===== src/rtl/rf_wb_arbiter.sv =====
// rtl/rf_wb_arbiter.sv - REG_FILE writeback arbiter with RAW scoreboard; optional forwarding via RF_WB_FWD_EN
module rf_wb_arbiter #(
   parameter int CNT_W      = 2,
   parameter int START_PRIO = 0
) (
   input  logic        clk,
   input  logic        rst,
   input  logic        iss_valid,
   input  logic [4:0]  iss_rd,
   output logic        iss_ready,
   input  logic        req0_valid,
   output logic        req0_ready,
   input  logic [4:0]  req0_addr,
   input  logic [31:0] req0_data,
   input  logic        req1_valid,
   output logic        req1_ready,
   input  logic [4:0]  req1_addr,
   input  logic [31:0] req1_data,
   input  logic [4:0]  rs1_addr,
   input  logic [4:0]  rs2_addr,
   output logic        rs1_busy,
   output logic        rs2_busy,
   output logic        rf_wen,
   output logic [4:0]  wr_addr,
   output logic [31:0] wd
`ifdef RF_WB_FWD_EN
   ,
   output logic        fwd1_hit,
   output logic        fwd2_hit,
   output logic [31:0] fwd1_data,
   output logic [31:0] fwd2_data
`endif
);

   localparam logic [CNT_W-1:0] CNT_MAX = {CNT_W{1'b1}};
   localparam logic [CNT_W-1:0] CNT_ONE = CNT_W'(1);

   logic             rr_q, rr_d;
   logic             rf_wen_q, rf_wen_d;
   logic [4:0]       wr_addr_q, wr_addr_d;
   logic [31:0]      wd_q, wd_d;
   logic [CNT_W-1:0] cnt_q [32];
   logic [CNT_W-1:0] cnt_d [32];

   logic             gnt0, gnt1;
   logic [4:0]       gnt_addr;
   logic [31:0]      gnt_data;
   logic             inc_en, dec_en;
   logic [4:0]       dec_addr;
   logic             underflow;

   // Round-robin grant and next write-port contents; the pointer only moves on contention
   always_comb begin
      gnt0      = req0_valid && (!req1_valid || !rr_q);
      gnt1      = req1_valid && (!req0_valid || rr_q);
      rr_d      = rr_q;
      if (req0_valid && req1_valid) begin
         rr_d = ~rr_q;
      end
      gnt_addr  = gnt1 ? req1_addr : req0_addr;
      gnt_data  = gnt1 ? req1_data : req0_data;
      rf_wen_d  = (gnt0 || gnt1) && (gnt_addr != 5'd0);
      wr_addr_d = wr_addr_q;
      wd_d      = wd_q;
      if (rf_wen_d) begin
         wr_addr_d = gnt_addr;
         wd_d      = gnt_data;
      end
   end

   // Outstanding-write counters: issue increments, commit decrements, both together cancel
   always_comb begin
      iss_ready = (iss_rd == 5'd0) || (cnt_q[iss_rd] != CNT_MAX);
      inc_en    = iss_valid && iss_ready && (iss_rd != 5'd0);
`ifdef RF_WB_FWD_EN
      // With forwarding, decode can take the value off the bypass, so commit at acceptance
      dec_en    = rf_wen_d;
      dec_addr  = gnt_addr;
`else
      // Without forwarding, commit only once REG_FILE has actually written
      dec_en    = rf_wen_q;
      dec_addr  = wr_addr_q;
`endif
      underflow = dec_en && !(inc_en && (iss_rd == dec_addr)) && (cnt_q[dec_addr] == '0);
      cnt_d[0]  = '0;
      for (int r = 1; r < 32; r++) begin
         cnt_d[r] = cnt_q[r];
         if (inc_en && (iss_rd == 5'(r)) && !(dec_en && (dec_addr == 5'(r)))) begin
            cnt_d[r] = cnt_q[r] + CNT_ONE;
         end else if (dec_en && (dec_addr == 5'(r)) && !(inc_en && (iss_rd == 5'(r)))) begin
            if (cnt_q[r] != '0) begin
               cnt_d[r] = cnt_q[r] - CNT_ONE;
            end
         end
      end
   end

   // State registers; reset drops any write in flight and clears the scoreboard
   always_ff @(posedge clk or posedge rst) begin
      if (rst) begin
         rr_q      <= (START_PRIO != 0);
         rf_wen_q  <= 1'b0;
         wr_addr_q <= '0;
         wd_q      <= '0;
         cnt_q     <= '{default: '0};
      end else begin
         rr_q      <= rr_d;
         rf_wen_q  <= rf_wen_d;
         wr_addr_q <= wr_addr_d;
         wd_q      <= wd_d;
         cnt_q     <= cnt_d;
      end
   end

   a_no_underflow: assert property (@(posedge clk) disable iff (rst) !underflow);

   assign req0_ready = gnt0;
   assign req1_ready = gnt1;
   assign rf_wen     = rf_wen_q;
   assign wr_addr    = wr_addr_q;
   assign wd         = wd_q;
   assign rs1_busy   = (rs1_addr != 5'd0) && (cnt_q[rs1_addr] != '0);
   assign rs2_busy   = (rs2_addr != 5'd0) && (cnt_q[rs2_addr] != '0);

`ifdef RF_WB_FWD_EN
   assign fwd1_hit   = rf_wen_q && (wr_addr_q == rs1_addr) && (rs1_addr != 5'd0);
   assign fwd2_hit   = rf_wen_q && (wr_addr_q == rs2_addr) && (rs2_addr != 5'd0);
   assign fwd1_data  = wd_q;
   assign fwd2_data  = wd_q;
`endif

endmodule


===== config.mk =====
export PLATFORM = sky130hd
export DESIGN_NAME = rf_wb_arbiter
export DESIGN_NICKNAME = d
export VERILOG_FILES = /design/src/rtl/rf_wb_arbiter.sv
export SDC_FILE = /design/constraint.sdc
export NUM_CORES = 1
export LEC_CHECK = 0
export ABC_AREA = 1
export BUFFER_PORTS_ARGS = -buffer_cell sky130_fd_sc_hd__buf_2
export CORE_ASPECT_RATIO = 2
export CORE_MARGIN = 2
export CORE_UTILIZATION = 31
export DETAILED_ROUTE_END_ITERATION = 8
export PLACE_DENSITY_LB_ADDON = 0.12
export SLEW_MARGIN = 20
export SYNTH_ARGS = -nofsm -noshare
export SYNTH_HDL_FRONTEND = slang
export SYNTH_SLANG_ARGS = --single-unit

===== constraint.sdc =====
create_clock -name clk -period 6.28 [get_ports clk]
set_clock_uncertainty 0.1 [all_clocks]
set_input_delay 0 -clock clk [delete_from_list [all_inputs] [get_ports clk]]
set_output_delay 0 -clock clk [all_outputs]
set_load 0.1 [all_outputs]

==> metrics.cfg <==
[status]
status=complete, no violations

[power]
power.leakage_nw=4.640
worst_ir_drop_vdd_v=0.0001644
power_density_nw_per_um2=232.8

[yosys]
synth_cell_types=31
avgSynthCellArea_um2=6.831
ys_ff_latch=101
synthesis.area_um2=7241
yosysSeqAreaShare_pct=34.91
syn_nets=1185
postSynthCellCount=1060
ys.warnings.count=0

[route]
top_layer=met4
drt.antenna.violating_nets=0
wl_met1_um=8911
first_pass_iters=5
wl_per_cell_um=16.08
wl_um=24820
met3_length_um=1218
drc=0
via_count=7722
vias_per_cell=5.005
wl_met2_um=13280
drt-initial-drc-count=340

[clock_network]
cts_buffers=9
cts_max_path_buffers=2
clk_latency_ps=370
cts_tree=built
cts.sinks=101
root_buffer=clkbuf_16
cts.htree.levels=3
post_cts_buffers=0
path_clk_slew_ps=70

[grt]
first_global_vias=7903
track_usage_pct=20.74
gr-total-overflow=0
grt_first_pass_wirelength_um=39790
grt_max_degree=68
antenna_found_initial=0

[timing]
maxSlewViolCount=0
final-setup-viol-count=0
grt_setup_unrepaired=no
fin_setup_tns_ps=0
finalCriticalPeriod_ps=3325
worst_pin_slew_ps=909.5
finalCritPeriodShare_pct=52.95
hold_violations=0
slew_headroom_pct=39.37
max_freq_mhz=300.7

[final_layout]
layout-drive-gt1-share_pct=13.49
synthToLayoutAreaGrowth_pct=27.16
final_cell_mix=nand2_1 (295), buf_2 (136), inv_1 (135), nor2_1 (101), dfrtp_1 (101)
fin_util_pct=39.81
diodes=0
mostFrequentLayoutCell=nand2_1
final_nets=1381

[critical_path]
start_kind=primary input
cp_max_fo=39
end_kind=register
critPathRequiredTime_ps=6470
crit_arrival_ps=3510
critical_path_class=primary input to register

[die]
fp-row-count=79
die_x_um=112.1
core_area_um2=23130
start_util_pct=31.30
io_pins=137
dieArea_um2=24670
die_height_um=220.1

[job]
cap_violations=0

[placed_design]
hpwl_um=18770
gp_congestion=0.9246
io_buffers=136

[worst_hold_path]
min_path_type=primary input to async pin

stage by stage:
stage,power (mW),instances,cell area (µm²),hold WS (ps),setup slack [ps]
detailed placement,1.531,1451,8155,-29.12,2602
global placement,1.531,1451,8155,-32.73,2660
finish,2.144,1543,9208,95.19,2955
global route,2.259,1543,9208,144.6,2584
CTS,2.176,1543,9208,102.0,3008
floorplan,1.324,1060,7241,53.80,3308
cell type report:
class	instances	area, µm²
clock buffer	10	229.0
clock inverter	5	52.55
fill	2515	13920
inverter	141	531.8
multi-input combinational	783	4009
sequential	101	2527
tap	283	354.1
timing repair buffer	220	1504
timing repair:
item | CTS | global route
endpoints found under the hold margin | 72 | 0
hold buffers | 77 | 0
endpoints found under the setup margin | 0 | 0
gates resized for setup | 0 | 0
logic make-up (layout without fill, tap and decap cells):
family,Yosys count,in the layout,synth area share (%)
AO/OA/AOI/OAI,186,186,14.46
adder cells (fa/ha/maj),31,31,5.357
AND/OR/NAND/NOR,523,523,29.64
XOR/XNOR,11,11,1.331
multiplexers,32,32,4.424
flip-flops,101,101,34.91
buffers and inverters,176,376,9.884
sequential cells by signal, summed over array words and instances (netlist names):
signal and flops:
cnt_q 62, wd 32, wr_addr 5, rf_wen 1, rr_q 1
final timing paths:
path | start | to | cells past startpoint | slack [ps]
setup / recovery | iss_rd[0] | cnt_q[17]$_DFFE_PP0P_ | 15 | 2950
hold / removal | rst | wd[17]$_DFFE_PP0P_ | 3 | 100
setup reg to reg | rr_q$_DFFE_PP0P_ | wr_addr[2]$_DFFE_PP0P_ | 10 | 3150
hold reg to reg | wd[12]$_DFFE_PP0P_ | wd[12]$_DFFE_PP0P_ | 2 | 380
max in group asynchronous | rst | cnt_q[42]$_DFFE_PP0P_ | 4 | 4690
min in group clk | req0_valid | wr_addr[4]$_DFFE_PP0P_ | 5 | 190
critical path, stage by stage:
cell	delay, ps
buf_2	560
inv_2	380
nor2_2	540
nand3_1	130
nand3_1	100
nor2_1	50
nand2_1	60
nand3_1	120
nand3_2	580
nor2_1	140
ha_1	360
inv_1	100
nand2_1	90
xor2_1	150
a22oi_1	140
cell usage after synthesis, drive strengths merged:
cell	instances	share of area, %
xor2	11	1.3
a21oi	34	2.4
o2111ai	1	0.12
clkbuf	13	0.67
a22oi	14	1.5
buf	22	1.9
nand3	94	6.6
o21ai	103	7.1
inv	138	7.2
o31ai	3	0.31
clkinv	3	0.16
mux2i	32	4.4
and2	1	0.086
nor2	104	5.5
nand4	3	0.26
o22ai	5	0.43
or2	7	0.60
o221ai	1	0.12
nor3	18	1.2
ha	31	5.4
nand2	296	15
o211ai	23	2.4
a31oi	2	0.17
dfrtp	101	35
power by group:
group	total [mW]	internal (mW)	switching (mW)
clock network	0.575	0.305	0.270
logic	0.767	0.205	0.563
registers	0.801	0.720	0.0809
total	2.14	1.23	0.913
metal layers:
metal / track usage, % / up-vias
li1: - / 3840
met1: 20.47 / 3566
met2: 39.60 / 246
met3: 3.752 / 70
met4: 12.80 / 0
met5: 0 / -
Note: power is estimated with default switching activity, not from simulation.
